File: src/rtl/filter_sink.sv
// filter_sink
//   Output stage for the filter result stream. Each incoming sample is
//   parity-checked. Good samples go into a small circular FIFO that is
//   drained over a valid/ready handshake. Bad samples are counted and
//   discarded. Good samples that arrive while the FIFO is full, with no
//   pop in the same cycle, are dropped and flagged. The upstream filter
//   is never stalled.
//
// Ports
//   clk        single clock, rising edge
//   reset      synchronous, active-high
//   x_data     sample from the filter
//   x_valid    sample present this cycle
//   x_parity   even-parity bit for x_data
//   y_ready    downstream takes the head entry this cycle
//   y_data     head-of-FIFO sample, 0 when empty
//   y_valid    FIFO non-empty
//   y_parity   regenerated even parity of y_data
//   level      occupancy, 0..DEPTH
//   err_count  saturating parity-error count
//   overflow   sticky drop flag, cleared only by reset
module filter_sink #(
  parameter int DEPTH     = 4,
  parameter int CNT_WIDTH = 8,
  parameter int DATA_W    = 16
) (
  input  logic                       clk,
  input  logic                       reset,
  input  logic [DATA_W-1:0]          x_data,
  input  logic                       x_valid,
  input  logic                       x_parity,
  input  logic                       y_ready,
  output logic [DATA_W-1:0]          y_data,
  output logic                       y_valid,
  output logic                       y_parity,
  output logic [$clog2(DEPTH):0]     level,
  output logic [CNT_WIDTH-1:0]       err_count,
  output logic                       overflow
);

  localparam int PTR_W = $clog2(DEPTH);
  localparam int LVL_W = PTR_W + 1;

  // Increment that sticks at all-ones instead of wrapping.
  function automatic logic [CNT_WIDTH-1:0] sat_inc(input logic [CNT_WIDTH-1:0] v);
    return (&v) ? v : v + CNT_WIDTH'(1);
  endfunction

  logic [DATA_W-1:0] mem [DEPTH];
  logic [PTR_W-1:0]  wr_ptr;
  logic [PTR_W-1:0]  rd_ptr;
  logic [LVL_W-1:0]  level_nxt;

  logic par_bad;
  logic good;
  logic bad;
  logic full;
  logic pop;
  logic push;
  logic drop;

  // Input qualification: parity check and push/pop/drop decisions.
  always_comb begin
    par_bad = (^x_data) ^ x_parity;
    good    = x_valid & ~par_bad;
    bad     = x_valid &  par_bad;
    full    = (level == LVL_W'(DEPTH));
    pop     = y_valid & y_ready;
    // A pop in the same edge frees the slot, so a full FIFO still accepts.
    push    = good & (~full | pop);
    drop    = good & full & ~pop;

    level_nxt = level;
    case ({push, pop})
      2'b10:   level_nxt = level + LVL_W'(1);
      2'b01:   level_nxt = level - LVL_W'(1);
      default: level_nxt = level;
    endcase
  end

  // Storage: data only, never reset; pointers and level define validity.
  always_ff @(posedge clk) begin
    if (push) mem[wr_ptr] <= x_data;
  end

  // Control state.
  always_ff @(posedge clk) begin
    if (reset) begin
      wr_ptr    <= '0;
      rd_ptr    <= '0;
      level     <= '0;
      err_count <= '0;
      overflow  <= 1'b0;
    end else begin
      if (push) wr_ptr <= wr_ptr + PTR_W'(1);
      if (pop)  rd_ptr <= rd_ptr + PTR_W'(1);
      level <= level_nxt;
      if (bad)  err_count <= sat_inc(err_count);
      if (drop) overflow  <= 1'b1;
    end
  end

  // Output view, derived only from registered state.
  always_comb begin
    y_valid  = (level != '0);
    y_data   = y_valid ? mem[rd_ptr] : '0;
    y_parity = ^y_data;
  end

endmodule

File: config.mk
export PLATFORM = sky130hd
export DESIGN_NAME = filter_sink
export DESIGN_NICKNAME = d
export VERILOG_FILES = /design/src/rtl/filter_sink.sv
export SDC_FILE = /design/constraint.sdc
export NUM_CORES = 1
export LEC_CHECK = 0
export ABC_CLOCK_PERIOD_IN_PS = 4360
export CAP_MARGIN = 20
export CORE_ASPECT_RATIO = 0.9
export CORE_MARGIN = 5
export CORE_UTILIZATION = 50
export CTS_CLUSTER_SIZE = 40
export DETAILED_ROUTE_END_ITERATION = 16
export HOLD_SLACK_MARGIN = 0.03
export PLACE_DENSITY = 0.83
export SLEW_MARGIN = 20
export SYNTH_ARGS = -nofsm -noshare
export SYNTH_HDL_FRONTEND = slang
export SYNTH_SLANG_ARGS = --single-unit
File: constraint.sdc
create_clock -name clk -period 4.36 [get_ports clk]
set_input_delay 0.654 -clock clk [delete_from_list [all_inputs] [get_ports clk]]
set_output_delay 0.654 -clock clk [all_outputs]
set_load 0.005 [all_outputs]
* Yosys cells after proc, flatten, opt, wreduce, memory -nomap -nowiden *
Memory sizes are Yosys's and may differ from the RTL's. A register that Yosys moved wholly into a read port is not among the register bits.
Index checks and enable logic that the tools add are counted.

word-level totals
  RAM bits = 64
  bits in registers = 16
  memories = 1

memory list
  memory  depth  bits a word  rd ports  clocked after Yosys merged registers in  wr ports  line  text
  mem     4      16           1         1                                        1         49    logic [DATA_W-1:0] mem [DEPTH];

operators by class
  add/subtract/negate cells = 5
  bitwise gates (word level) = 12
  reductions and logical operators = 6
  muxes and demuxes = 6
  eq/ne operators = 3

operator list
  operator             number
  $reduce_xor 16->1    2
  $mux 16              1
  $add 8x1->8 const B  1
  $reduce_and 8->1     1
  $and 1x1->1          6
  $pmux 3 s2           1
  $add 2x1->2 const B  2
  $mux 2               2
  $not 1->1            4
  $add 3x1->3 const B  1
  $eq 3x3->1 const B   1
  $reduce_bool 3->1    1
  $sub 3x1->3 const B  1
  $eq 2x1->1 const B   1
  $eq 2x2->1 const B   1
  $mux 1               2
  $reduce_and 2->1     1
  $reduce_bool 2->1    1
  $or 1x1->1           1
  $xor 1x1->1          1

* Longest topological paths before layout *
  word-level depth = 7
  mapped depth = 12
  gate-level depth less buffers = 11

* Least setup slack after synthesis *
Ideal clock, no wire load.

  kind = input -> register
  start point = in x_data[5]
  end point = reg level[2]
  stages on the path = 12
  library setup time = 0.070 ns
  arrival = 3.025 ns
  path slack = 1.265 ns
  path through = xor2_1 -> xnor3_1 -> xnor3_1 -> and3_1 -> buf_2 -> inv_1 -> ha_1 -> inv_1 -> fa_1 -> xor2_1 -> or3_1 -> a21oi_1

on the way
  cells in the longest elaborated chain, start to end = 7
  elaborated cells on any way between the ends = 9

ends and longest elaborated chain
  element                                          line  text
  from (decl)                                      29    input logic [DATA_W-1:0] x_data,
  $reduce_xor 16->1 (*)                            64    par_bad = (^x_data) ^ x_parity;
  $xor 1x1->1 (*)                                  64
  $not 1->1 (*)                                    65    good = x_valid & ~par_bad;
  $and 1x1->1 (*)                                  65
  $and 1x1->1 (*)                                  70    push = good & (~full | pop);
  $eq 2x1->1 or $eq 2x2->1 (tied branches)         74    case ({push, pop})
  $pmux 3 s2 or $reduce_bool 2->1 (tied branches)  -
  to (signal assigned)                             97    level <= level_nxt;
  to (decl)                                        36    output logic [$clog2(DEPTH):0] level,

Every way passes the cells marked *; elsewhere a longest branch is shown, timed or not.
A chain may end at the register's enable or synchronous reset.

==> impl_results.md <==
- Routed length per placed instance: 17.0 µm
- Total power of the final layout: 3040 µW
- Global-route wire length before repair: 10700 µm
- Critical Path Start Type: register
- Post-route DRC: 0
- Detailed-route via count: 1965
- Filler cell count: 535
- Data arrival time of the critical path: 3000 ps
- Most frequent standard cell in the layout excluding fill and tap cells: sky130_fd_sc_hd__edfxtp_1
- Worst voltage drop across the vdd grid: 0.000319 V
- Type of destination of the critical path: output port
- Via/cell ratio: 5.14
- Count of maximum capacitance violations: 0
- Global route total overflow: 0
- Vertical extent of the die: 91.3 µm
- Nets in the synthesized netlist: 256
- Power per Cell Area: 678 mW/mm²
- Width of the die: 100 µm
- Commonest cells after routing, fill and taps aside: 64 x sky130_fd_sc_hd__edfxtp_1, 50 x sky130_fd_sc_hd__clkdlybuf4s50_1, 27 x sky130_fd_sc_hd__xnor2_1, 20 x sky130_fd_sc_hd__and2_1, 18 x sky130_fd_sc_hd__dfxtp_1
- Clock insertion delay at the later pin of the skew report: 350 ps
- Starting density of the core: 51.6%
- Final hold violation count: 0
- GRT Total Usage: 15.3%
- Final max-slew violation count: 0
- Cell count after synthesis: 228
- Initial antenna violation count: 0
- Synthesis-stage register bit count: 82
- Hold Crit Class: reg -> reg
- PnR worst setup slack: 703 ps
- Maximum number of pins on one net before global-route repair: 20
- TNS Setup: 0 ps
- Proportion of layout cells with a drive suffix above 1: 13.5%
- Ant diodes: 0
- Dpl hpwl: 4270 µm
- Number of buffers inserted by post-CTS setup repair: 0
- Number of buffers inserted for hold repair after clock tree synthesis: 0
- Number of gates resized after CTS: 0
- First-pass DRT Iterations: 4
- Kind of critical path: reg -> out
- Number of enable-type register cells in the synthesized netlist: 64
- Reported leakage power: 0.00151 µW
- Antenna viol nets, final: 0
- Post-route fraction of the period consumed by the critical path: 83.9%
- Row Count: 29
- Vias in the first global route: 2111
- Cell area after synthesis: 0.00367 mm²
- Number of distinct library cell variants in the gate-level netlist after synthesis: 34
- Area of combinational cells with multiple inputs: 0.00128 mm²
- CP max FO: 16
- Number of placed instances, taps included: 367
- Buffer depth of the longest clock path: 2
- Fmax: 273 MHz
- Number of buffers created by CTS: 9
- Synthesis Warnings: 0
- Post-layout utilization of the core: 63.1%
- Die area: 0.00915 mm²
- Worst slew slack as a fraction of its limit: 36.0%
- CTS root buf: sky130_fd_sc_hd__clkbuf_8
- Worst-path clk slew: 80 ps
- CTS sink count: 82
- TritonCTS clock tree: built
- Synth Area per Inst: 16.1 µm²
- Final setup violation count: 0
- Placement-stage worst setup slack: 481 ps
- GPL Wtd Cong: 0.775
- Final Critical Period: 3660 ps
- Sequential cell area fraction in the yosys report: 62.2%
- CP required: 3710 ps
- Non-Filler Instances: 382
- DRT Wirelength: 6480 µm
- Area occupied by registers: 0.00228 mm²
- Number of levels in the clock H-tree: 3
- Violation count after the first detailed-route iteration: 57
- Fraction of registers with async set/reset: 0%
- Final setup skew: 10.0 ps
- Status: finished clean
- Dominant synthesized flop cell: sky130_fd_sc_hd__edfxtp_1
- Core region area: 0.00711 mm²
- Synth-to-layout area growth: 22.4%
- Num ports: 51
- Unrepaired setup endpoints after global routing: no
- Nets: 313
- Slew @ Worst Pin: 950 ps
- Count of buffers from port buffering: 50
[metal layers]
metal,up-vias,track usage [%],part of all wire [%]
met5,-,0,0
met4,0,7.18,2.2
met3,12,2.99,3.0
met2,40,24.8,51
met1,967,19.7,44
li1,946,-,-
[kinds of logic after synthesis]
| kind of cell | count (synthesis) | share of synthesized area (%) |
|---|---|---|
| and+or+nand+nor | 58 | 9.38 |
| muxes | 17 | 10.7 |
| AOI/OAI and AO/OA | 9 | 1.23 |
| adders and majority gates | 7 | 2.59 |
| xor gates and xnor gates | 38 | 11.0 |
| buffers and inverters | 17 | 2.90 |
| DFF | 82 | 62.2 |
[synth_stat cells (2+ instances only)]
master	count	area, µm²
sky130_fd_sc_hd__edfxtp_1	64	1920
sky130_fd_sc_hd__nor3_1	2	10.0
sky130_fd_sc_hd__mux4_1	6	158
sky130_fd_sc_hd__and2_1	20	125
sky130_fd_sc_hd__nand2_1	4	15.0
sky130_fd_sc_hd__or3_1	3	18.8
sky130_fd_sc_hd__dfxtp_1	18	360
sky130_fd_sc_hd__ha_1	6	75.1
sky130_fd_sc_hd__xnor3_1	4	90.1
sky130_fd_sc_hd__inv_1	7	26.3
sky130_fd_sc_hd__nand3_1	3	15.0
sky130_fd_sc_hd__o21ai_0	4	20.0
sky130_fd_sc_hd__buf_4	2	15.0
sky130_fd_sc_hd__a21oi_1	5	25.0
sky130_fd_sc_hd__xor2_1	5	43.8
sky130_fd_sc_hd__mux4_2	10	225
sky130_fd_sc_hd__clkbuf_1	4	15.0
sky130_fd_sc_hd__and2_2	2	15.0
sky130_fd_sc_hd__xnor2_1	27	236
sky130_fd_sc_hd__nor2_1	17	63.8
sky130_fd_sc_hd__xnor2_2	2	32.5
[worst max-delay path: stages, from the launching register on]
cell	delay (ps)
sky130_fd_sc_hd__dfxtp_1	810
sky130_fd_sc_hd__mux4_2	460
sky130_fd_sc_hd__xnor2_2	170
sky130_fd_sc_hd__xnor2_1	150
sky130_fd_sc_hd__xnor2_1	290
sky130_fd_sc_hd__xnor2_1	150
sky130_fd_sc_hd__and2_1	130
sky130_fd_sc_hd__clkdlybuf4s50_1	490
[registers in the layout, summed over array words and instances (netlist names), named ones only]
name       cells
mem           64
err_count      8
level          3
rd_ptr         2
wr_ptr         2
overflow       1
[per-stage QoR]
step,hold slack (ps),cell area [µm²]
5_1_grt,549,4490
2_1_floorplan,460,3670
3_5_place_dp,470,4250
6_report,488,4490
3_3_place_gp,451,4250
4_1_cts,492,4490
[layout make-up]
type | instances | share of cell area, %
well taps | 93 | 2.59
multi-input cells | 129 | 28.5
clock inverters | 6 | 2.56
clock buffers | 9 | 2.76
flip-flops and latches | 82 | 50.8
repair buffers | 56 | 12.2
inverters | 7 | 0.585
[final timing paths]
path                  from  endpoint  slack [ps]  depth (start not counted)
hold reg to reg   overflow  overflow         490                          2
setup reg to reg  level[0]  level[2]        1610                          9
hold / removal    overflow  overflow         490                          2
setup / recovery  register  y_parity         700                          7
[where the power goes]
group	internal (µW)	total [µW]	switching (µW)
sequential	972	1030	53.6
combinational	767	1360	593
clock	380	657	277
Power figures use the tool's default switching activity.
